==> src/rtl/a23_wb_cmd_master.sv <==
// Command-to-Wishbone initiator: accepts one command at a time, runs a
// single classic Wishbone cycle, and presents the response until it is
// consumed. A cycle that is neither acked nor errored within TIMEOUT stb
// cycles is aborted and reported as a timeout.
//
// state | meaning
// IDLE  | ready for a command, bus idle
// BUS   | cyc/stb asserted, waiting for ack/err or timeout
// RESP  | response valid, waiting for i_rsp_ready
module a23_wb_cmd_master #(
  parameter int unsigned TIMEOUT = 255
) (
  input  logic        clk,
  input  logic        globrst,
  input  logic        i_cmd_valid,
  output logic        o_cmd_ready,
  input  logic        i_cmd_we,
  input  logic [31:0] i_cmd_adr,
  input  logic [31:0] i_cmd_dat,
  input  logic [3:0]  i_cmd_sel,
  output logic        o_rsp_valid,
  input  logic        i_rsp_ready,
  output logic [31:0] o_rsp_dat,
  output logic        o_rsp_err,
  output logic        o_rsp_timeout,
  output logic [31:0] o_wb_adr,
  output logic [3:0]  o_wb_sel,
  output logic        o_wb_we,
  output logic [31:0] o_wb_dat,
  output logic        o_wb_cyc,
  output logic        o_wb_stb,
  input  logic [31:0] i_wb_dat,
  input  logic        i_wb_ack,
  input  logic        i_wb_err,
  output logic [15:0] o_txn_count
);

  typedef enum logic [1:0] {
    ST_IDLE = 2'd0,
    ST_BUS  = 2'd1,
    ST_RESP = 2'd2
  } state_t;

  // Counter value seen on the edge that completes the TIMEOUT-th idle stb cycle.
  localparam logic [15:0] TMO_LAST = 16'(TIMEOUT - 1);

  state_t      state_q, state_d;
  logic [31:0] adr_q, adr_d;
  logic [31:0] dat_q, dat_d;
  logic [3:0]  sel_q, sel_d;
  logic        we_q, we_d;
  logic [31:0] rsp_dat_q, rsp_dat_d;
  logic        rsp_err_q, rsp_err_d;
  logic        rsp_tmo_q, rsp_tmo_d;
  logic [15:0] tmo_q, tmo_d;
  logic [15:0] cnt_q, cnt_d;

  // State and datapath registers; reset wins over every other event.
  always_ff @(posedge clk) begin
    if (globrst) begin
      state_q   <= ST_IDLE;
      adr_q     <= '0;
      dat_q     <= '0;
      sel_q     <= '0;
      we_q      <= 1'b0;
      rsp_dat_q <= '0;
      rsp_err_q <= 1'b0;
      rsp_tmo_q <= 1'b0;
      tmo_q     <= '0;
      cnt_q     <= '0;
    end else begin
      state_q   <= state_d;
      adr_q     <= adr_d;
      dat_q     <= dat_d;
      sel_q     <= sel_d;
      we_q      <= we_d;
      rsp_dat_q <= rsp_dat_d;
      rsp_err_q <= rsp_err_d;
      rsp_tmo_q <= rsp_tmo_d;
      tmo_q     <= tmo_d;
      cnt_q     <= cnt_d;
    end
  end

  // Next-state and capture logic; err beats ack, ack beats timeout.
  always_comb begin
    state_d   = state_q;
    adr_d     = adr_q;
    dat_d     = dat_q;
    sel_d     = sel_q;
    we_d      = we_q;
    rsp_dat_d = rsp_dat_q;
    rsp_err_d = rsp_err_q;
    rsp_tmo_d = rsp_tmo_q;
    tmo_d     = tmo_q;
    cnt_d     = cnt_q;
    unique case (state_q)
      ST_IDLE: begin
        if (i_cmd_valid) begin
          adr_d   = i_cmd_adr;
          dat_d   = i_cmd_dat;
          sel_d   = i_cmd_sel;
          we_d    = i_cmd_we;
          tmo_d   = '0;
          state_d = ST_BUS;
        end
      end
      ST_BUS: begin
        if (i_wb_err) begin
          rsp_dat_d = '0;
          rsp_err_d = 1'b1;
          rsp_tmo_d = 1'b0;
          cnt_d     = cnt_q + 16'd1;
          state_d   = ST_RESP;
        end else if (i_wb_ack) begin
          rsp_dat_d = we_q ? 32'd0 : i_wb_dat;
          rsp_err_d = 1'b0;
          rsp_tmo_d = 1'b0;
          cnt_d     = cnt_q + 16'd1;
          state_d   = ST_RESP;
        end else if (tmo_q == TMO_LAST) begin
          rsp_dat_d = '0;
          rsp_err_d = 1'b0;
          rsp_tmo_d = 1'b1;
          cnt_d     = cnt_q + 16'd1;
          state_d   = ST_RESP;
        end else begin
          tmo_d = tmo_q + 16'd1;
        end
      end
      ST_RESP: begin
        if (i_rsp_ready) state_d = ST_IDLE;
      end
      default: state_d = ST_IDLE;
    endcase
  end

  assign o_cmd_ready   = (state_q == ST_IDLE);
  assign o_wb_cyc      = (state_q == ST_BUS);
  assign o_wb_stb      = (state_q == ST_BUS);
  assign o_rsp_valid   = (state_q == ST_RESP);
  assign o_wb_adr      = adr_q;
  assign o_wb_dat      = dat_q;
  assign o_wb_sel      = sel_q;
  assign o_wb_we       = we_q;
  assign o_rsp_dat     = rsp_dat_q;
  assign o_rsp_err     = rsp_err_q;
  assign o_rsp_timeout = rsp_tmo_q;
  assign o_txn_count   = cnt_q;

endmodule

==> config.mk <==
export PLATFORM = sky130hd
export DESIGN_NAME = a23_wb_cmd_master
export DESIGN_NICKNAME = d
export VERILOG_FILES = /design/src/rtl/a23_wb_cmd_master.sv
export SDC_FILE = /design/constraint.sdc
export NUM_CORES = 1
export LEC_CHECK = 0
export ABC_AREA = 0
export BUFFER_PORTS_ARGS = -buffer_cell sky130_fd_sc_hd__buf_4
export CORE_UTILIZATION = 46
export DETAILED_ROUTE_END_ITERATION = 16
export PLACE_DENSITY_LB_ADDON = 0.1
export SLEW_MARGIN = 20
export SYNTH_ARGS = -nofsm -noshare
export SYNTH_HDL_FRONTEND = slang
export SYNTH_SLANG_ARGS = --single-unit
==> constraint.sdc <==
create_clock -name clk -period 2.8 [get_ports clk]
set_input_delay 0.14 -clock clk [delete_from_list [all_inputs] [get_ports clk]]
set_output_delay 0.14 -clock clk [all_outputs]
set_load 0.01 [all_outputs]
; After elaboration in Yosys (flattened, before gate mapping)
; Index checks and enable logic that the tools add are counted.
[word_totals]
ff_bits = 137
in_bits = 107
out_inout_bits = 123
wordCells = 52
[op_classes]
add_sub_neg = 2
n_eq_ne = 9
muxes = 24
reduce_logical = 7
[ops]
columns = cell, count
row1 = 32-bit 2-to-1 mux, 4
row2 = 16-bit 2-to-1 mux, 7
row3 = "16-bit by 1-bit adder with 16-bit output, second input constant", 2
row4 = 16-bit case mux with 2 select lines, 1
row5 = "16-bit by 8-bit equality test with 1-bit output, second input constant", 1
row6 = 2-bit 2-to-1 mux, 5
row7 = "2-bit inequality test, second input constant", 4
row8 = 1-bit 2-to-1 mux, 6
row9 = 2-bit case mux with 3 select lines, 1
row10 = 5-bit AND reduction, 1
row11 = "4-bit by 1-bit inequality test with 1-bit output, second input constant", 1
row12 = 2-bit AND reduction, 2
row13 = 3-bit AND reduction, 1
row14 = 3-bit nonzero test, 1
row15 = "2-bit by 1-bit equality test with 1-bit output, second input constant", 1
row16 = "2-bit equality test, second input constant", 1
row17 = 2-bit zero test, 1
row18 = "2-bit by 1-bit inequality test with 1-bit output, second input constant", 1
row19 = 2-bit nonzero test, 1

; Depth between registers and ports, before layout
; Gate-level depths: netlist of run 1.
[depth]
word_depth = 5
depth_mapped = 9

; Worst setup path before layout of run 1
; Ideal clock, no wire load.
[synth_path]
path_kind = reg-to-reg
from = register tmo_q[0]
to = register cnt_q[9] (netlist: o_txn_count[9])
setup_ps = 128
t_arrival_ps = 2074
required_ps = 2672
path_slack_ps = 598
stages_incl_launch_ff = 9
path_buffers = 1
period_less_slack_ps = 2202
path_cell_list = dfxtp_1 -> inv_1 -> ha_1 -> or4b_1 -> o41a_1 -> buf_6 -> nor4_1 -> xnor2_1 -> nor2_1
[synth_between]
elab_chain_cells = 3
[synth_lines]
columns = element, line
row1 = from (decl), 55  ; logic [15:0] tmo_q, tmo_d;
row2 = from (signal assigned), 80  ; tmo_q <= tmo_d;
row3 = 16-bit by 8-bit equality test with 1-bit output, 121  ; end else if (tmo_q == TMO_LAST) begin
row4 = 3-bit nonzero test (no source line), -
row5 = 2-bit AND reduction (no source line), -
row6 = to (signal assigned), 81  ; cnt_q <= cnt_d;
row7 = to (decl), 56  ; logic [15:0] cnt_q, cnt_d;
; Every way passes these cells.
; A chain may end at the register's enable or synchronous reset.

; Final worst setup path of run 1
[layout_path]
from = register tmo_q[0]
to = register rsp_dat_q[15] (netlist: o_rsp_dat[15])
[layout_between]
elab_chain_cells = 3
[layout_lines]
columns = element, line
row1 = 16-bit by 8-bit equality test with 1-bit output, 121
row2 = 3-bit nonzero test (no source line), -
row3 = 2-bit AND reduction (no source line), -
row4 = to (signal assigned), 77  ; rsp_dat_q <= rsp_dat_d;
row5 = to (decl), 52  ; logic [31:0] rsp_dat_q, rsp_dat_d;
; Every way passes these cells.

==> metrics.txt, run 1 <==
CP arrival=2.88 ns; Max IR drop VDD=0.481 mV; leading post-synthesis cells by cell area=dfxtp_1 52%, nand2_1 13%, a21oi_1 8.1%; CTS Buf Count=17; die height=109 um; depth of the worst register-to-register path=8; largest stage delay on the critical path=0.63 ns; most common library cells after synthesis=188 x nand2_1, 137 x dfxtp_1, 86 x a21oi_1; Initial Util=48.1%; Top Layer Used=met4; area post-placement=7140 sq um; #FFs+latches synth=about 140; clk buf depth=2; crit-path cells=inv_1 > ha_1 > or4b_1 > o41a_1 > nor2_4 > buf_4 > nand3_1 > o21ai_0; crit path capture=o_rsp_dat[15]; FF-to-FF Start=tmo_q[0]; gr usage total=28.7%; Yosys cell types=48; Synth Cell Area=~5300 sq um; H-tree depth=4; Routability Congestion=0.793; area leader, netlist=dfxtp_1; Clock Tree Root=clkbuf_16; DR vias=5,893; Crit. Startpoint=tmo_q[0]; cts repair resizes=0; initial drt markers=387; sequential element share of the synthesized area=between 50% and 60%; most frequent cell after synthesis=nand2_1; Pre-Repair DR Iteration Count=5; final WL=approximately 17,000 um; number of synthesis warnings=0; Final Net Count=between 1,000 and 1,500; ys flop type=dfxtp_1; Worst EP required=3.11 ns; grt ovf=0; DRT met1 WL=7060 um; Achievable Freq=about 400 MHz; Relative slew margins=56.1%; Skew-Pair Late Insertion Delay=~0.41 ns; first-pass GRT wire length=~27,000 um; CP Launch Type=flop; Power Density=571 nW/um^2; Tmin final=2.57 ns; cell count after synthesis=660; vias in the first global route=5,633; max-capacitance violation count=0; fin crit share=91.7%; largest net degree at the start of global routing=between 50 and 60; ant diodes=0; reg2reg end=o_rsp_dat[15]; final hold vios=0; post-layout util=79.2%; setup TNS=0 ns; async set-reset flop share out of synthesis=0%; DPL Wire Length=9850 um; crit end category=flop; Crit path depth=8; Max Fanout on Critical Path=40; die area=12,000 sq um; drt via density=about 5.2; TritonCTS clock tree=yes; Final Non-Filler Cells=1,130; I/O pins=230; Antenna Nets Post-Route=0; mean post-synth cell area=8.04 sq um; Buf/Inv on CP=2; PortBufs=229; row count=38; Worst Tran Pin Value=0.654 ns; initial antenna violation count=0; crit path kind=reg -> reg; critical path's slowest cell=o41a_1; Setup Viol. Count Final=0; Post-synth EDFFs=0; Setup Skew=0.00657 ns; DR WL/cell=15.4 um; share of cells above drive strength 1=28.9%; Multi-input gate area=2370 sq um; cell area after layout=8740 sq um; P&R area growth vs syn=64.8%; r2r setup slk=~0.23 ns; cell family with most CP delay=simple AND/OR/NAND/NOR gates; register area=2740 sq um; DIE WIDTH=between 100 and 150 um; Core ar.=11,000 sq um; top-area cell type share of the netlist area=51.7%; CTS clk-pin slew, worst paths=0.06 ns; total power=4.99 mW; status=complete, no violations; Post-Syn Nets=770; FILL cells=703; Pleak=3.72 nW; DRC viols=0; Cells after DPL=996; RSZ-0062 raised after global routing=false; met3 routed WL=1370 um; class of the tightest hold or removal check=in -> reg; Met2 Routed Length=roughly 8600 um; Final Slew Violations=0; Sink Count=about 140
==> worst register-to-register path, cell delays in order, from the launching register on <==
cell,delay [ns]
dfxtp_1,0.34
inv_1,0.09
ha_1,0.14
or4b_1,0.45
o41a_1,0.63
nor2_4,0.21
buf_4,0.35
nand3_1,0.13
o21ai_0,0.13
==> metal layers <==
layer	global-route usage, %	up-vias
met5	0	-
met3	8.12	24
met2	50.6	255
met1	32.9	2744
li1	-	2870
met4	10.8	0
==> registers in the layout, indices dropped and copies added (netlist names) <==
name and count:
o_rsp_err 1, tmo_q 16, o_wb_dat 32, o_rsp_timeout 1, o_wb_we 1, state_q 2, o_wb_adr 32, o_txn_count 16
o_wb_sel 4, o_rsp_dat 32
==> per-stage QoR <==
stage / hold WS, ns / worst slack (ns)
after global placement: 0.355 / 0.366
after floorplan: 0.270 / 0.598
final: 0.0400 / 0.234
after CTS: 0.0294 / 0.272
after global routing: 0.0364 / 0.0810
after detailed placement: 0.364 / 0.313
==> repair_timing <==
action | CTS | global route
endpoints found under the hold margin | 102 | 0
hold buffers | 102 | 0
buffers inserted | 0 | 0
==> worst min path at each step <==
stage                             from       endpoint  slack (ns)  cells past startpoint
after detailed placement   i_wb_dat[0]   o_rsp_dat[0]        0.36                      3
after global routing          i_wb_err      o_rsp_err        0.04                      3
final                         i_wb_err      o_rsp_err        0.04                      3
after CTS                     i_wb_err      o_rsp_err        0.03                      3
after global placement    i_wb_dat[30]  o_rsp_dat[30]        0.35                      3
after floorplan            i_wb_dat[0]   o_rsp_dat[0]        0.27                      2
==> area by class of cell <==
| class | instances | share of cell area (%) |
|---|---|---|
| clock inverter | 9 | 1.09 |
| sequential | 137 | 31.4 |
| inverter | 5 | 0.215 |
| tap | 140 | 2.00 |
| multi-input combinational | 472 | 27.1 |
| clock buffer | 23 | 5.58 |
| timing repair buffer | 344 | 32.6 |
==> cells in the final DEF (no fill, tap or decap), types with 2 or more instances in the layout <==
master	count
a21oi_1	86
a31oi_1	3
and3_1	3
and4_1	3
buf_4	241
bufinv_16	2
clkbuf_1	2
clkbuf_16	17
clkbuf_8	4
clkinv_1	2
clkinv_2	7
dfxtp_1	137
dlygate4sd3_1	102
ha_1	3
inv_1	3
mux2i_1	2
nand2_1	187
nand3_1	42
nand4_1	6
nor2_1	26
nor2b_1	3
nor3_1	10
nor4_1	8
nor4b_1	2
o21ai_0	41
or2_2	2
or3_1	3
or3_2	2
or4_1	3
xnor2_1	14
xor2_1	2
==> power by group <==
group          internal, mW  switching [mW]  total, mW
Clock                  1.39           0.796       2.19
Sequential             2.03          0.0512       2.08
Combinational         0.369           0.344      0.713
Total                  3.80            1.19       4.99
==> cells by family after synthesis <==
kind of cell,share of synthesized area (%)
adders and majority gates,0.708
AOI/OAI and AO/OA,13.9
DFF,51.7
muxes,0.590
buffers and inverters,3.94
and+or+nand+nor,26.6
xor gates and xnor gates,2.64
Note: power is estimated with default switching activity, not from simulation.
==> run 2: changes to the inputs <==
--- a/config.mk
+++ b/config.mk
@@ -7,10 +7,11 @@
 export LEC_CHECK = 0
 export ABC_AREA = 0
 export BUFFER_PORTS_ARGS = -buffer_cell sky130_fd_sc_hd__buf_4
-export CORE_UTILIZATION = 46
+export CORE_UTILIZATION = 43
 export DETAILED_ROUTE_END_ITERATION = 16
 export PLACE_DENSITY_LB_ADDON = 0.1
 export SLEW_MARGIN = 20
 export SYNTH_ARGS = -nofsm -noshare
 export SYNTH_HDL_FRONTEND = slang
 export SYNTH_SLANG_ARGS = --single-unit
+export TNS_END_PERCENT = 50
==> constraint.sdc (replaced) <==
create_clock -name clk -period 2.26 [get_ports clk]
set_input_delay 0.226 -clock clk [delete_from_list [all_inputs] [get_ports clk]]
set_output_delay 0.226 -clock clk [all_outputs]
set_load 0.01 [all_outputs]
==> run 2 against run 1 <==
  * The run now ends with setup timing left
  * Worst setup slack got worse by 0.25 ns
  * Sequential power is 24% higher
  * Via count is 8.5% lower
  * Routed wire length shrank 15%
  * Power grew 18%
  * Count of clock-buffer cells in the layout grew 4
  * Global-route usage decreased by 6.1 points
  * Non-clock buffer count down 89
  * Clock power is 16% higher
  * Register-to-register slack worse by 0.25 ns
==> metrics.txt, run 2 (synthesized netlist as in run 1, its figures left out) <==
status=finished, violations left; failing checks=setup timing; area post-placement=7230 sq um (+1.3%); Final Net Count=998 (-8.2%); DRC viols=0 (unchanged); die height=113 um (+3.4%); Sw Pwr=1.39 mW (+17%); row count=40 (+5.3%); FILL cells=1,013 (+44%); DPL Wire Length=10,100 um (+2.7%); ant diodes=0 (unchanged); final setup margin=-0.0124 ns (-0.246 ns); crit-path cells=inv_2 > ha_4 > or4b_4 > o41a_1 > buf_12 > nor3_2 > nand2_1 > mux2_2; first-pass GRT wire length=23,300 um (-13%); Cells after DPL=1,009 (+1.3%); internal power=4.48 mW (+18%); crit end category=flop; Worst EP required=2.56 ns (-0.55 ns); class of the tightest hold or removal check=in -> reg; Antenna Nets Post-Route=0 (unchanged); Buf/Inv on CP=2 (unchanged); vias in the first global route=4,992 (-11%); Initial Util=44.2% (-3.9 points); Max Fanout on Critical Path=8 (-80%); final hold vios=0 (unchanged); cell family with most CP delay=simple AND/OR/NAND/NOR gates; Relative slew margins=58.2% (+2.1 points); crit path kind=reg -> reg; P&R area growth vs syn=51.3%; largest net degree at the start of global routing=62 (+22%); CP Launch Type=flop; largest stage delay on the critical path=0.45 ns (-0.18 ns); fin crit share=101% (+8.9 points); total power=5.87 mW (+18%); max-capacitance violation count=0 (unchanged); Final Slew Violations=0 (unchanged); gr usage total=22.6% (-6.1 points); drt via density=5.16 (-1.1%); Core ar.=12,000 sq um (+8.9%); Tmin final=2.27 ns (-0.294 ns); Logic pwr share=13.0% (-1.3 points); Routability Congestion=0.830 (+4.7%); Pre-Repair DR Iteration Count=5 (unchanged); clock power share=43.1% (-0.8 points); sequential power share=43.8% (+2.0 points); DR vias=5,391 (-8.5%); Worst Tran Pin Value=0.627 ns (-0.0264 ns); share of cells above drive strength 1=34.9% (+6.0 points); DIE WIDTH=113 um (+3.4%); Multi-input gate area=2500 sq um (+5.6%); clk buf depth=2 (unchanged); Clock Tree Root=clkbuf_16; PortBufs=229 (unchanged); cell area after layout=8030 sq um (-8.2%); Switching Fraction=23.7% (-0.22 points); H-tree depth=4 (unchanged); CTS clk-pin slew, worst paths=0.06 ns (about the same); TritonCTS clock tree=yes; Max IR drop VDD=0.475 mV (-1.1%); Achievable Freq=440 MHz (+13%); most frequent cells in the layout=246 x buf_4, 187 x nand2_1, 136 x dfxtp_1, 85 x a21oi_1, 42 x nand3_1; Sink Count=137 (unchanged); grt ovf=0 (unchanged); critical path's slowest cell=or4b_4; final WL=14,700 um (-15%); I/O pins=230 (unchanged); Setup Viol. Count Final=2 (+2); CP arrival=2.57 ns (-0.31 ns); RSZ-0062 raised after global routing=true; Final Non-Filler Cells=1,045 (-7.5%); register area=2740 sq um (about the same); Setup Skew=0.00659 ns (+0.0000169 ns); post-layout util=66.8% (-12 points); Power Density=732 nW/um^2 (+28%); Hold WS=0.0351 ns (-0.00490 ns); initial antenna violation count=0 (unchanged); Skew-Pair Late Insertion Delay=0.41 ns (about the same); die area=12,800 sq um (+6.9%); Pleak=3.41 nW (-8.4%); DR WL/cell=14.1 um (-8.3%); initial drt markers=321 (-17%); most common cell after layout, fill and taps aside=buf_4; CTS Buf Count=17 (unchanged)
==> run 2: cell count changes in the layout (fill, tap and decap cells not counted), moves of 3 or more <==
cell,previous run,this run
buf_12,1,5
buf_4,241,246
clkbuf_16,17,20
clkbuf_8,4,7
clkinv_2,7,2
dlygate4sd3_1,102,0
nor4_1,8,1
nor4_2,0,4
nor4_4,0,3
o21ai_0,41,15
o21ai_1,0,26
==> run 2: repair_timing <==
action / 4_1_cts / 5_1_grt
hold buffers: 0 / 0
pin swaps: 0 / 11
gates resized for setup: 9 / 45
hold endpoints to repair: 0 / 0
cloned: 0 / 3
setup endpoints to repair: 20 / 54
buffers inserted: 0 / 4
==> run 2: worst min-delay path, stage by stage <==
cell and delay (ns):
buf_4 0.07, nand3_1 0.05, o21ai_0 0.06
==> run 2: worst paths after layout <==
path / startpoint / end / slack, ns / cells after the start
worst min-delay path: i_wb_dat[17] / o_rsp_dat[17] / 0.04 / 3
worst min register to register: o_rsp_dat[0] / o_rsp_dat[0] / 0.45 / 2
worst max register to register: tmo_q[0] / o_txn_count[10] / -0.01 / 8
worst max-delay path: tmo_q[0] / o_txn_count[10] / -0.01 / 8
==> run 2: per-layer routing <==
layer | vias up | share of wire, % | GRT usage, %
li1 | 2691 | - | -
met1 | 2481 | 42 | 27.3
met2 | 205 | 50 | 37.9
met3 | 14 | 7.7 | 7.34
met4 | 0 | 0.99 | 7.89
met5 | - | 0 | 0
==> run 2: metrics by stage <==
step           setup TNS (ns)  worst slack, ns
6_report              -0.0185          -0.0124
5_1_grt                 -1.88          -0.0981
4_1_cts                -0.168          -0.0441
3_5_place_dp           -0.574          -0.0817
3_3_place_gp                0           0.0498
2_1_floorplan               0           0.0583
==> run 2: cell type report <==
| class | instances | share of cell area, % |
|---|---|---|
| Multi-Input combinational cell | 472 | 31.2 |
| Inverter | 5 | 0.234 |
| Tap cell | 147 | 2.29 |
| Timing Repair Buffer | 255 | 25.3 |
| Clock buffer | 27 | 6.64 |
| Sequential cell | 137 | 34.2 |
| Clock inverter | 2 | 0.125 |
==> run 2: power groups by stage <==
stage | sequential (mW) | clock [mW] | combinational, mW
after global routing | 2.59 | 2.70 | 0.839
after detailed placement | 2.62 | 0 | 0.734
after floorplan | 2.67 | 0 | 0.283
after CTS | 2.57 | 2.58 | 0.738
after global placement | 2.62 | 0 | 0.721
final | 2.57 | 2.53 | 0.766
